`config.mk`:
```
export PLATFORM = sky130hd
export DESIGN_NAME = imem_port_arbiter
export DESIGN_NICKNAME = d
export VERILOG_FILES = /design/src/rtl/imem_port_arbiter.sv
export SDC_FILE = /design/constraint.sdc
export NUM_CORES = 1
export LEC_CHECK = 0
export CORE_AREA = 2 2 98 100
export DETAILED_ROUTE_END_ITERATION = 8
export DIE_AREA = 0 0 100 102
export DONT_BUFFER_PORTS = 1
export PLACE_DENSITY_LB_ADDON = 0.25
export SYNTH_ARGS = -nofsm -noshare
export SYNTH_HDL_FRONTEND = slang
export SYNTH_SLANG_ARGS = --single-unit
```
`constraint.sdc`:
```
create_clock -name clk -period 1.8 [get_ports clk]
set_clock_uncertainty 0.1 [all_clocks]
set_input_delay 0.36 -clock clk [delete_from_list [all_inputs] [get_ports clk]]
set_output_delay 0.36 -clock clk [all_outputs]
set_load 0.02 [all_outputs]
```
`src/rtl/imem_port_arbiter.sv`:
```
// Arbitrates the single-port instruction memory between the fetch stage and the loader/debug port.
// BOOT gives the loader exclusive use; RUN favours fetch but bounds loader starvation.
module imem_port_arbiter #(
  parameter int ADDR_WIDTH   = 10,
  parameter int DATA_WIDTH   = 32,
  parameter int DATA_BYTES   = 4,
  parameter int STARVE_LIMIT = 4
) (
  input  logic                  clk,
  input  logic                  rst,
  input  logic                  boot_done_i,
  input  logic                  if_req_i,
  input  logic [31:0]           if_addr_i,
  output logic                  if_gnt_o,
  output logic                  if_rvalid_o,
  output logic [DATA_WIDTH-1:0] if_rdata_o,
  input  logic                  ld_req_i,
  input  logic                  ld_we_i,
  input  logic [31:0]           ld_addr_i,
  input  logic [DATA_WIDTH-1:0] ld_wdata_i,
  input  logic [DATA_BYTES-1:0] ld_be_i,
  output logic                  ld_gnt_o,
  output logic                  ld_rvalid_o,
  output logic [DATA_WIDTH-1:0] ld_rdata_o,
  output logic [ADDR_WIDTH-1:0] mem_addr_o,
  output logic [DATA_WIDTH-1:0] mem_wdata_o,
  output logic [DATA_BYTES-1:0] mem_wen_o,
  input  logic [DATA_WIDTH-1:0] mem_rdata_i,
  output logic                  run_o
);

  localparam int CNT_W = $clog2(STARVE_LIMIT + 1);

  typedef enum logic {
    ST_BOOT = 1'b0,
    ST_RUN  = 1'b1
  } state_t;

  state_t                r_state;
  state_t                w_stateNext;
  logic [CNT_W-1:0]      r_waitCnt;
  logic [ADDR_WIDTH-1:0] r_lastAddr;
  logic                  r_ifRvalid;
  logic                  r_ldRvalid;
  logic                  w_ifGnt;
  logic                  w_ldGnt;
  logic                  w_starve;
  logic [ADDR_WIDTH-1:0] w_ifWord;
  logic [ADDR_WIDTH-1:0] w_ldWord;
  logic                  w_unused;

  // Byte addresses are reduced to word indices; the low and high bits simply alias.
  assign w_ifWord = if_addr_i[ADDR_WIDTH+1:2];
  assign w_ldWord = ld_addr_i[ADDR_WIDTH+1:2];
  assign w_unused = ^{if_addr_i[31:ADDR_WIDTH+2], if_addr_i[1:0],
                      ld_addr_i[31:ADDR_WIDTH+2], ld_addr_i[1:0]};

  assign w_starve = (r_waitCnt == CNT_W'(STARVE_LIMIT));

  always_ff @(posedge clk) begin
    if (rst) begin
      r_state <= ST_BOOT;
    end else begin
      r_state <= w_stateNext;
    end
  end

  always_comb begin
    w_stateNext = r_state;
    w_ldGnt     = 1'b0;
    w_ifGnt     = 1'b0;
    case (r_state)
      ST_BOOT: begin
        w_ldGnt = ld_req_i;
        if (boot_done_i) begin
          w_stateNext = ST_RUN;
        end
      end
      ST_RUN: begin
        w_ldGnt = ld_req_i & (~if_req_i | w_starve);
        w_ifGnt = if_req_i & ~w_ldGnt;
      end
      default: begin
        w_stateNext = ST_BOOT;
      end
    endcase
  end

  // Counts consecutive RUN cycles in which the loader asked and lost.
  always_ff @(posedge clk) begin
    if (rst || (r_state == ST_BOOT)) begin
      r_waitCnt <= '0;
    end else if (!ld_req_i || w_ldGnt) begin
      r_waitCnt <= '0;
    end else if (!w_starve) begin
      r_waitCnt <= r_waitCnt + CNT_W'(1);
    end
  end

  always_ff @(posedge clk) begin
    if (rst) begin
      r_lastAddr <= '0;
    end else if (w_ldGnt) begin
      r_lastAddr <= w_ldWord;
    end else if (w_ifGnt) begin
      r_lastAddr <= w_ifWord;
    end
  end

  always_ff @(posedge clk) begin
    if (rst) begin
      r_ifRvalid <= 1'b0;
      r_ldRvalid <= 1'b0;
    end else begin
      r_ifRvalid <= w_ifGnt;
      r_ldRvalid <= w_ldGnt & ~ld_we_i;
    end
  end

  // With no winner the address parks on the last granted word.
  always_comb begin
    mem_addr_o = r_lastAddr;
    if (w_ldGnt) begin
      mem_addr_o = w_ldWord;
    end else if (w_ifGnt) begin
      mem_addr_o = w_ifWord;
    end
  end

  assign mem_wen_o   = (w_ldGnt & ld_we_i) ? ld_be_i : '0;
  assign mem_wdata_o = ld_wdata_i;

  assign if_gnt_o    = w_ifGnt;
  assign ld_gnt_o    = w_ldGnt;
  assign if_rvalid_o = r_ifRvalid;
  assign ld_rvalid_o = r_ldRvalid;
  assign if_rdata_o  = mem_rdata_i;
  assign ld_rdata_o  = mem_rdata_i;
  assign run_o       = (r_state == ST_RUN);

endmodule

```
==> results.md <==
- Status: complete, but fails checks
- Failing checks: negative setup slack
- DRT Wirelength: 3800 um
- Top Layer Used: met4
- Max-cap violations: 0
- Detail Route met2 WL: 1720 um
- Critical path cell sequence: inv_2 > ha_4 > and2_4 > o211ai_1 > nand3_1 > buf_6
- Synth unique cells: 25
- Mapped cell area: 0.00156 sq mm
- Final instance area: 0.00133 sq mm
- Initial Utilization: 0.172
- Delay-heaviest family, CP: flip-flops
- Post-DP HPWL: 2660 um
- CTS Buf Count: 3
- Core Region: 0.00911 sq mm
- Internal Pwr Total: 0.000645 W
- Pin count of the biggest net entering global routing: 16
- CTS H-Tree Depth: 1
- Routability cong.: 0.667
- Hold Path Class: input pin to register
- Period utilisation layout: 1.09
- Share of cells above drive strength 1: 0.550
- Pleak: 0.458 nW
- Met3 Routed Length: 311 um
- Crit. End Element: output port
- Post-synth top area cell: buf_4
- Critical path required time: 1340 ps
- Clock latency at the later pin of the worst-skew pair: 260 ps
- Ys Warns: 0
- Clock network fraction of total power: 0.381
- Die Height: 102 um
- Global-route wire length before repair: 5440 um
- Crit-path max cell delay: 340 ps
- Antenna Diode Count: 0
- Layout Nets: 250
- Post-synth top area share: 0.461
- GRT Total Usage: 0.0743
- I/O Buffers: 0
- DP Cell Count: 210
- Most frequent cells in the layout: dfxtp_1, buf_4, nand2_1, o211ai_1
- Pins Over Slew Limit: 0
- Final min period: 1950 ps
- Logic gate share of total power: 0.200
- Crit Path Max Fanout: 6
- Drt pass-1 iters: 3
- ANT nets after route: 0
- CTS tree: yes
- Overall Power: 0.000922 W
- Sw frac: 0.300
- Clk sink count: 16
- Root Driver: clkbuf_8
- Via total after detailed routing: 811
- Maximum vdd drop: 177 uV
- Fillers: 1,032
- Fmax: 512 MHz
- Clock transition at path regs: 80 ps
- Initial antenna violation count: 0
- Core Rows: 35
- Setup TNS: -1180 ps
- Setup crit start kind: register
- CP bufs+invs: 2
- Final number of setup-violating endpoints: 15
- Area contributors post-synth: buf_4, dfxtp_1, o211ai_1
- Wl on met1: 1640 um
- Net Count, Synth: 330
- Total grt overflow: 0
- Slew HR: 0.820
- Pwr dens: 695 mW/mm^2
- Die area: 0.0102 sq mm
- Drt initial violations: 18
- Critical path class: register to output port
- DRC: 0
- Die width: 100 um
- Max Buffers Root-to-Sink: 2
- Number of global-route vias before repair: 828
- Slew @ Worst Pin: 270 ps
- Most common cell after layout, fill and taps aside: dfxtp_1
- Slowest CP cell: dfxtp_2
- Sw power: 0.000276 W
- Fin worst setup slack: -154 ps
- Area grow syn2layout: -15.1%
- Final Non-Filler Cells: 220
- # IOs: 253
- Final Hold Fails: 0
- RSZ-0062 raised after global routing: true
- Sequential cell fraction of total power: 0.418
- WP data arrival: 1490 ps
- Synth Instances: 190
- Synthesized area per cell: 8.22 sq um
- Via/cell ratio: 3.69
- Yosys reg bits: 16
- Dpl cell area: 0.00103 sq mm
- Sequential share of the synthesized area: 0.205
- WL/cell: 17.3 um
## cell families (layout without fill, tap and decap cells)
kind of cell / count (synthesis) / count (layout) / synth area share
AND/OR/NAND/NOR: 39 / 40 / 0.137
buffers and inverters: 104 / 22 / 0.492
adder cells (fa/ha/maj): 2 / 2 / 0.0160
AO/OA/AOI/OAI: 29 / 29 / 0.150
flip-flops: 16 / 16 / 0.205
## power groups by stage
stage	logic, W	registers (W)	clock network (W)
floorplan	0.000428	0.000391	0
global placement	0.000148	0.000391	0
detailed placement	0.000148	0.000391	0
CTS	0.000175	0.000384	0.000377
global route	0.000199	0.000388	0.000391
finish	0.000185	0.000386	0.000351
## flip-flops by register name, summed over array words and instances, names as in the netlist
signal and flops:
run_o 1, r_waitCnt 3, ld_rvalid_o 1, if_rvalid_o 1, r_lastAddr 10
## path summary, 6_finish.rpt
check / startpoint / depth (start not counted) / end / slack [ps]
max: r_waitCnt[1] / 6 / mem_addr_o[9] / -150
min: rst / 1 / r_lastAddr[1] / 60
min reg2reg: r_lastAddr[9] / 2 / r_lastAddr[9] / 370
max reg2reg: r_waitCnt[1] / 8 / r_lastAddr[5] / 320
## metrics by stage
stage | setup WS (ps) | hold slack [ps] | util
after floorplan | 20.2 | 317 | -
after global placement | -37.0 | 331 | 0.114
after detailed placement | -14.6 | 331 | 0.114
after CTS | -176 | 42.1 | 0.136
after global routing | -227 | 42.4 | 0.146
final | -154 | 58.2 | 0.146
## cells in the mapped netlist
library cell and number:
a21oi_2 1, and2_4 2, clkbuf_1 1, and4_1 1, and3_1 4, buf_6 2, ha_1 2, dfxtp_1 16
nand3_1 8, o211ai_2 3, a21oi_1 6, a21boi_2 1, nor2b_1 2, nor3_2 1, o211ai_1 7, nand2_1 13
inv_1 2, a32oi_1 6, nand3_2 2, a21oi_4 1, a31oi_1 4, nor3b_2 1, buf_2 3, nor2_1 5
buf_4 96
## per-layer routing
metal,up-vias,global-route usage
met2,41,0.110
met1,372,0.0923
met3,14,0.0171
met5,-,0
li1,384,-
met4,0,0.0601
## what timing repair did
item,in CTS,in global routing
resized for setup,32,11
setup buffers,3,2
hold buffers,0,0
endpoints found under the setup margin,16,16
pin swaps,19,12
cloned,1,0
## area by class of cell
| type | count | area [sq um] | area share |
|---|---|---|---|
| Tap cell | 111 | 139 | 0.105 |
| Timing Repair Buffer | 16 | 148 | 0.111 |
| Multi-Input combinational cell | 71 | 653 | 0.492 |
| Inverter | 2 | 7.51 | 0.00566 |
| Clock buffer | 4 | 55.1 | 0.0415 |
| Sequential cell | 16 | 324 | 0.244 |
Power figures use the tool's default switching activity.
